$ cat config.mk
export PLATFORM = sky130hd
export DESIGN_NAME = irt_dep_matrix
export DESIGN_NICKNAME = d
export VERILOG_FILES = /design/src/rtl/esm_pkg.sv /design/src/rtl/reg_onehot_dec.sv /design/src/rtl/irt_dep_matrix.sv
export SDC_FILE = /design/constraint.sdc
export NUM_CORES = 2
export LEC_CHECK = 0
export ABC_AREA = 0
export CORE_ASPECT_RATIO = 0.9
export CORE_MARGIN = 10
export CORE_UTILIZATION = 45
export CTS_CLUSTER_DIAMETER = 50
export DETAILED_ROUTE_END_ITERATION = 7
export SLEW_MARGIN = 20
export SYNTH_ARGS = -nofsm -noshare
export SYNTH_HDL_FRONTEND = slang
export SYNTH_SLANG_ARGS = --single-unit
$ cat constraint.sdc
create_clock -name clk -period 8.7 [get_ports clk]
set_clock_uncertainty 0.05 [all_clocks]
set_input_delay 1.74 -clock clk [delete_from_list [all_inputs] [get_ports clk]]
set_output_delay 1.74 -clock clk [all_outputs]
set_load 0.05 [all_outputs]
$ cat src/rtl/esm_pkg.sv
// Shared constants and helpers for the ESM issue-buffer dependency logic.
package esm_pkg;

    localparam int HAZ_RAW = 0;
    localparam int HAZ_WAR = 1;
    localparam int HAZ_WAW = 2;

    localparam int DEF_BS     = 32;
    localparam int DEF_REGNUM = 16;

    // Width of a register index; a single register still needs one bit.
    function automatic int idx_w(input int n);
        return (n > 1) ? $clog2(n) : 1;
    endfunction

endpackage

$ cat src/rtl/reg_onehot_dec.sv
// Register index to one-hot mask decoder; register 0 can be made dependency-free.
module reg_onehot_dec
    import esm_pkg::*;
#(
    parameter int REGNUM   = DEF_REGNUM,
    parameter bit ZERO_REG = 1'b1,
    localparam int W       = idx_w(REGNUM)
) (
    input  logic [W-1:0]      idx,
    output logic [REGNUM-1:0] onehot
);

    always_comb begin
        onehot = '0;
        if (!(ZERO_REG && (idx == '0))) begin
            onehot[idx] = 1'b1;
        end
    end

endmodule

$ cat src/rtl/irt_dep_matrix.sv
// Issue-buffer dependency matrix: per-slot register masks plus a row of older
// slots each entry waits on; retiring a slot clears its column (wake-up).
module irt_dep_matrix
    import esm_pkg::*;
#(
    parameter int         BS       = DEF_BS,
    parameter int         REGNUM   = DEF_REGNUM,
    parameter int         NSRC     = 2,
    parameter logic [2:0] HAZ_EN   = 3'b111,
    parameter bit         ZERO_REG = 1'b1
) (
    input  logic                             clk,
    input  logic                             rst,
    input  logic                             ins_valid,
    input  logic [$clog2(BS)-1:0]            ins_index,
    input  logic [$clog2(REGNUM)-1:0]        ins_rd,
    input  logic [NSRC*$clog2(REGNUM)-1:0]   ins_rs,
    input  logic                             ret_valid,
    input  logic [$clog2(BS)-1:0]            ret_index,
    input  logic                             flush,
    output logic [0:BS-1]                    ins_dept,
    output logic                             ins_err,
    output logic [0:BS-1]                    entry_valid,
    output logic [0:BS-1]                    ready,
    output logic [$clog2(BS+1)-1:0]          count,
    output logic                             full
);

    localparam int W  = idx_w(REGNUM);
    localparam int IW = $clog2(BS);
    localparam int CW = $clog2(BS+1);

    logic [REGNUM-1:0] rd_mask;
    logic [REGNUM-1:0] rs_oh [NSRC];
    logic [REGNUM-1:0] rs_mask;

    logic [BS-1:0]     valid_q, valid_d;
    logic [REGNUM-1:0] rd_q  [BS];
    logic [REGNUM-1:0] rd_d  [BS];
    logic [REGNUM-1:0] rs_q  [BS];
    logic [REGNUM-1:0] rs_d  [BS];
    logic [BS-1:0]     dep_q [BS];
    logic [BS-1:0]     dep_d [BS];
    logic [CW-1:0]     count_q, count_d;
    logic              ins_err_q, ins_err_d;

    logic [BS-1:0]     dep_row;
    logic              ret_hit_ins;
    logic              ret_eff;
    logic              ins_acc;
    logic              ins_rej;

    reg_onehot_dec #(.REGNUM(REGNUM), .ZERO_REG(ZERO_REG)) u_rd_dec (
        .idx    (ins_rd),
        .onehot (rd_mask)
    );

    for (genvar k = 0; k < NSRC; k++) begin : g_rs_dec
        reg_onehot_dec #(.REGNUM(REGNUM), .ZERO_REG(ZERO_REG)) u_rs_dec (
            .idx    (ins_rs[k*W +: W]),
            .onehot (rs_oh[k])
        );
    end

    always_comb begin
        rs_mask = '0;
        for (int k = 0; k < NSRC; k++) begin
            rs_mask = rs_mask | rs_oh[k];
        end
    end

    // A slot retiring this cycle is already gone from the new row's point of view.
    always_comb begin
        dep_row = '0;
        for (int j = 0; j < BS; j++) begin
            dep_row[j] = valid_q[j]
                       && (IW'(j) != ins_index)
                       && !(ret_valid && (ret_index == IW'(j)))
                       && ((HAZ_EN[HAZ_RAW] && |(rd_q[j] & rs_mask))
                        || (HAZ_EN[HAZ_WAR] && |(rs_q[j] & rd_mask))
                        || (HAZ_EN[HAZ_WAW] && |(rd_q[j] & rd_mask)));
        end
    end

    assign ret_hit_ins = ret_valid && (ret_index == ins_index);
    assign ret_eff     = ret_valid && valid_q[ret_index];
    assign ins_acc     = ins_valid && (!valid_q[ins_index] || ret_hit_ins);
    assign ins_rej     = ins_valid && valid_q[ins_index] && !ret_hit_ins;

    // Retire is applied before insert so a same-slot replace ends up valid.
    always_comb begin
        valid_d   = valid_q;
        count_d   = count_q;
        ins_err_d = ins_rej;
        for (int j = 0; j < BS; j++) begin
            rd_d[j]  = rd_q[j];
            rs_d[j]  = rs_q[j];
            dep_d[j] = dep_q[j];
            if (ret_eff) begin
                dep_d[j][ret_index] = 1'b0;
            end
        end

        if (ret_eff) begin
            valid_d[ret_index] = 1'b0;
            rd_d[ret_index]    = '0;
            rs_d[ret_index]    = '0;
            dep_d[ret_index]   = '0;
        end

        if (ins_acc) begin
            valid_d[ins_index] = 1'b1;
            rd_d[ins_index]    = rd_mask;
            rs_d[ins_index]    = rs_mask;
            dep_d[ins_index]   = dep_row;
        end

        case ({ins_acc, ret_eff})
            2'b10:   count_d = count_q + CW'(1);
            2'b01:   count_d = count_q - CW'(1);
            default: count_d = count_q;
        endcase

        if (flush) begin
            valid_d   = '0;
            count_d   = '0;
            ins_err_d = 1'b0;
            for (int j = 0; j < BS; j++) begin
                rd_d[j]  = '0;
                rs_d[j]  = '0;
                dep_d[j] = '0;
            end
        end
    end

    always_ff @(posedge clk) begin
        if (rst) begin
            valid_q   <= '0;
            count_q   <= '0;
            ins_err_q <= 1'b0;
            for (int j = 0; j < BS; j++) begin
                rd_q[j]  <= '0;
                rs_q[j]  <= '0;
                dep_q[j] <= '0;
            end
        end else begin
            valid_q   <= valid_d;
            count_q   <= count_d;
            ins_err_q <= ins_err_d;
            for (int j = 0; j < BS; j++) begin
                rd_q[j]  <= rd_d[j];
                rs_q[j]  <= rs_d[j];
                dep_q[j] <= dep_d[j];
            end
        end
    end

    always_comb begin
        ins_dept    = '0;
        entry_valid = '0;
        ready       = '0;
        for (int j = 0; j < BS; j++) begin
            ins_dept[j]    = dep_row[j];
            entry_valid[j] = valid_q[j];
            ready[j]       = valid_q[j] && !(|dep_q[j]);
        end
    end

    assign ins_err = ins_err_q;
    assign count   = count_q;
    assign full    = (count_q == CW'(BS));

endmodule

==> impl_metrics.tcl <==
set metrics [dict create \
    grt_pass1_wl_um 526000 \
    max_freq_mhz 126 \
    slowest_stage "clkdlybuf4s50_1" \
    holdPathEnd "dep_q[0][429]" \
    rr_worst_depth 8 \
    worstSkewPairLatency_ns 0.86 \
    setup_viol_count_final 0 \
    gp_congestion 0.990 \
    end_kind "output port" \
    areaGrowthSynthToFinish_pct 13.6 \
    fin_crit_sh_pct 91.1 \
    antenna_left 0 \
    cts_tree "done" \
    antenna_found_initial 27 \
    grt_pass1_vias 66837 \
    die_area_mm2 0.192 \
    post-route-drc-count 0 \
    r2r-start "valid_q[16]" \
    num_rows 145 \
    crit_path_frequent_cell "clkdlybuf4s50_1" \
    cts.clk_slew.worst_paths_ns 0.06 \
    synth.distinct_cells 102 \
    hold_viol 0 \
    rrSetupSlack_ns 3.66 \
    vdd_ir_drop_max_uv 174 \
    firstDrtPassIters 8 \
    routed-via-count 73321 \
    critical_path_class "in2out" \
    yosysSeqAreaShare_pct 51.3 \
    wirelength_um 382000 \
    maxCapViolations 0 \
    holdWs_ns 0.407 \
    critPathRequiredTime_ns 6.91 \
    cp.arrival_ns 6.14 \
    start_kind "primary input" \
    drv_slew 0 \
    reg2reg_to "dep_q[0][907]" \
    synth_cells 7485 \
    power_uw 19600 \
    grt_max_degree 80 \
    root_buffer "clkbuf_16" \
    hold-path-cell-count 1 \
    cts_hold_buf 0 \
    rsz0062_at_grt "false" \
    p_leak_uw 0.0312 \
    start_util_pct 45.3 \
    max_stage_delay_ns 0.96 \
    die_y_um 417 \
    worst_slack_ns 0.773 \
    cts_max_path_buffers 3 \
    yosys_warnings 0 \
    worstHoldStart "dep_q[0][429]" \
    netlist_area_mm2 0.0789 \
    worstMarginPinSlew_ns 1.27 \
    port_buffers 130 \
    synthFlopType "dfxtp_1" \
    cp_max_fo 15 \
    placed_cells 9302 \
    path_cells "clkdlybuf4s50_1 > nor4bb_1 > or2_2 > a222oi_1 > and3_1 > a221oi_4 > clkdlybuf4s50_1" \
    final_cells 9702 \
    die_width_um 461 \
    pre_cts_slack_ns 0.991 \
    ys_seq_elements 2023 \
    drive_gt1_share_pct 13.2 \
    viasPerCell 7.56 \
    outcome "finished clean" \
    synth_edf_count 0 \
    grt_use_total_pct 37.5 \
    overflow 0 \
    final.setup.tns_ns 0 \
    slew_headroom_pct 15.3 \
    cts_buffers 210 \
    h-tree-depth 4 \
    core_area_mm2 0.174 \
    post_cts_buffers 0 \
    syn_avg_cell_area_um2 10.5 \
    wire_per_inst_um 39.4 \
    first_iter_violations 14110 \
    hold_class "reg2reg" \
    syn_nets 7515 \
    finalCriticalPeriod_ns 7.93 \
    async_reset_ff_share_pct 0 \
    clock-sinks 2023 \
    hpwlAfterDp_um 234000 \
    power_density_mw_per_mm2 218 \
    cts.repair.resized 0 \
    final_nets 7267 \
    ios 131 \
]
-- worst max-delay path, delay by kind of cell --
kind                   cells  cell delay (ns)
AO/OA/AOI/OAI              2             1.04
buffers and inverters      2             1.72
AND/OR/NAND/NOR            3             1.60
-- cell usage after synthesis (125+ instances only) --
cell type / instances / area (µm²)
nand4_1: 272 / 1700
a22oi_1: 159 / 1190
nand3_1: 125 / 626
a32o_1: 753 / 7540
nor2_1: 247 / 927
clkbuf_1: 419 / 1570
dfxtp_1: 2023 / 40500
nor4_1: 222 / 1390
nand2_1: 256 / 961
o21ai_0: 458 / 2290
buf_2: 340 / 1700
a22o_1: 996 / 8720
-- cells by family after synthesis --
| group | Yosys count | synth area share (%) |
|---|---|---|
| buf+inv | 908 | 5.54 |
| xor+xnor | 12 | 0.133 |
| flops | 2023 | 51.3 |
| compound gates | 2872 | 30.4 |
| fa+ha+maj | 3 | 0.0476 |
| mux | 48 | 0.679 |
| simple gates | 1619 | 11.8 |
-- cell type report --
class                           instances  area [µm²]
Antenna cell                           15        37.5
Clock buffer                          298        6130
Clock inverter                         86        1070
Fill cell                           15250       84300
Inverter                               12        45.0
Multi-Input combinational cell       4554       35100
Sequential cell                      2023       40500
Tap cell                             2278        2850
Timing Repair Buffer                  436        3910
-- worst max path at each step --
stage | startpoint | endpoint | slack (ns)
2_1_floorplan | ins_rd[3] | ins_dept[12] | 2.82
3_3_place_gp | ins_rs[6] | ins_dept[26] | 1.03
3_5_place_dp | ins_rs[7] | ins_dept[26] | 0.99
4_1_cts | ins_rs[7] | ins_dept[26] | 0.97
5_1_grt | ins_rs[6] | ins_dept[26] | 0.79
6_report | ins_rs[7] | ins_dept[26] | 0.77
-- report_power, final --
group,internal [µW],switching [µW]
Combinational,139,698
Sequential,9260,6.69
Clock,5430,4020
Total,14800,4730
-- per-stage QoR --
stage | utilization [%] | instance area [µm²]
final | 51.5 | 89700
after global routing | 51.5 | 89600
after CTS | 51.5 | 89500
after detailed placement | 47.3 | 82300
after global placement | 47.3 | 82300
after floorplan | - | 78900
-- sequential cells by signal (all words and copies together), names as in the netlist --
register  cells
valid_q      32
rs_q        480
count         6
ins_err       1
dep_q      1024
rd_q        480
-- routing by layer --
metal	global-route usage [%]	wire, µm
met5	0.630	292
met4	21.8	26700
met3	13.5	58900
met2	50.9	151000
met1	50.6	146000
-- cells in the final DEF (no fill, tap or decap), drive strengths merged, types with 132 or more instances in the layout --
| cell | n |
|---|---|
| a22oi | 159 |
| o21ai | 464 |
| nand2 | 258 |
| nand3 | 132 |
| nor4 | 223 |
| clkbuf | 298 |
| buf | 339 |
| dfxtp | 2023 |
| nor2 | 265 |
| a32o | 753 |
| nand4 | 272 |
| a22o | 997 |
(Power assumes the default switching activity.)
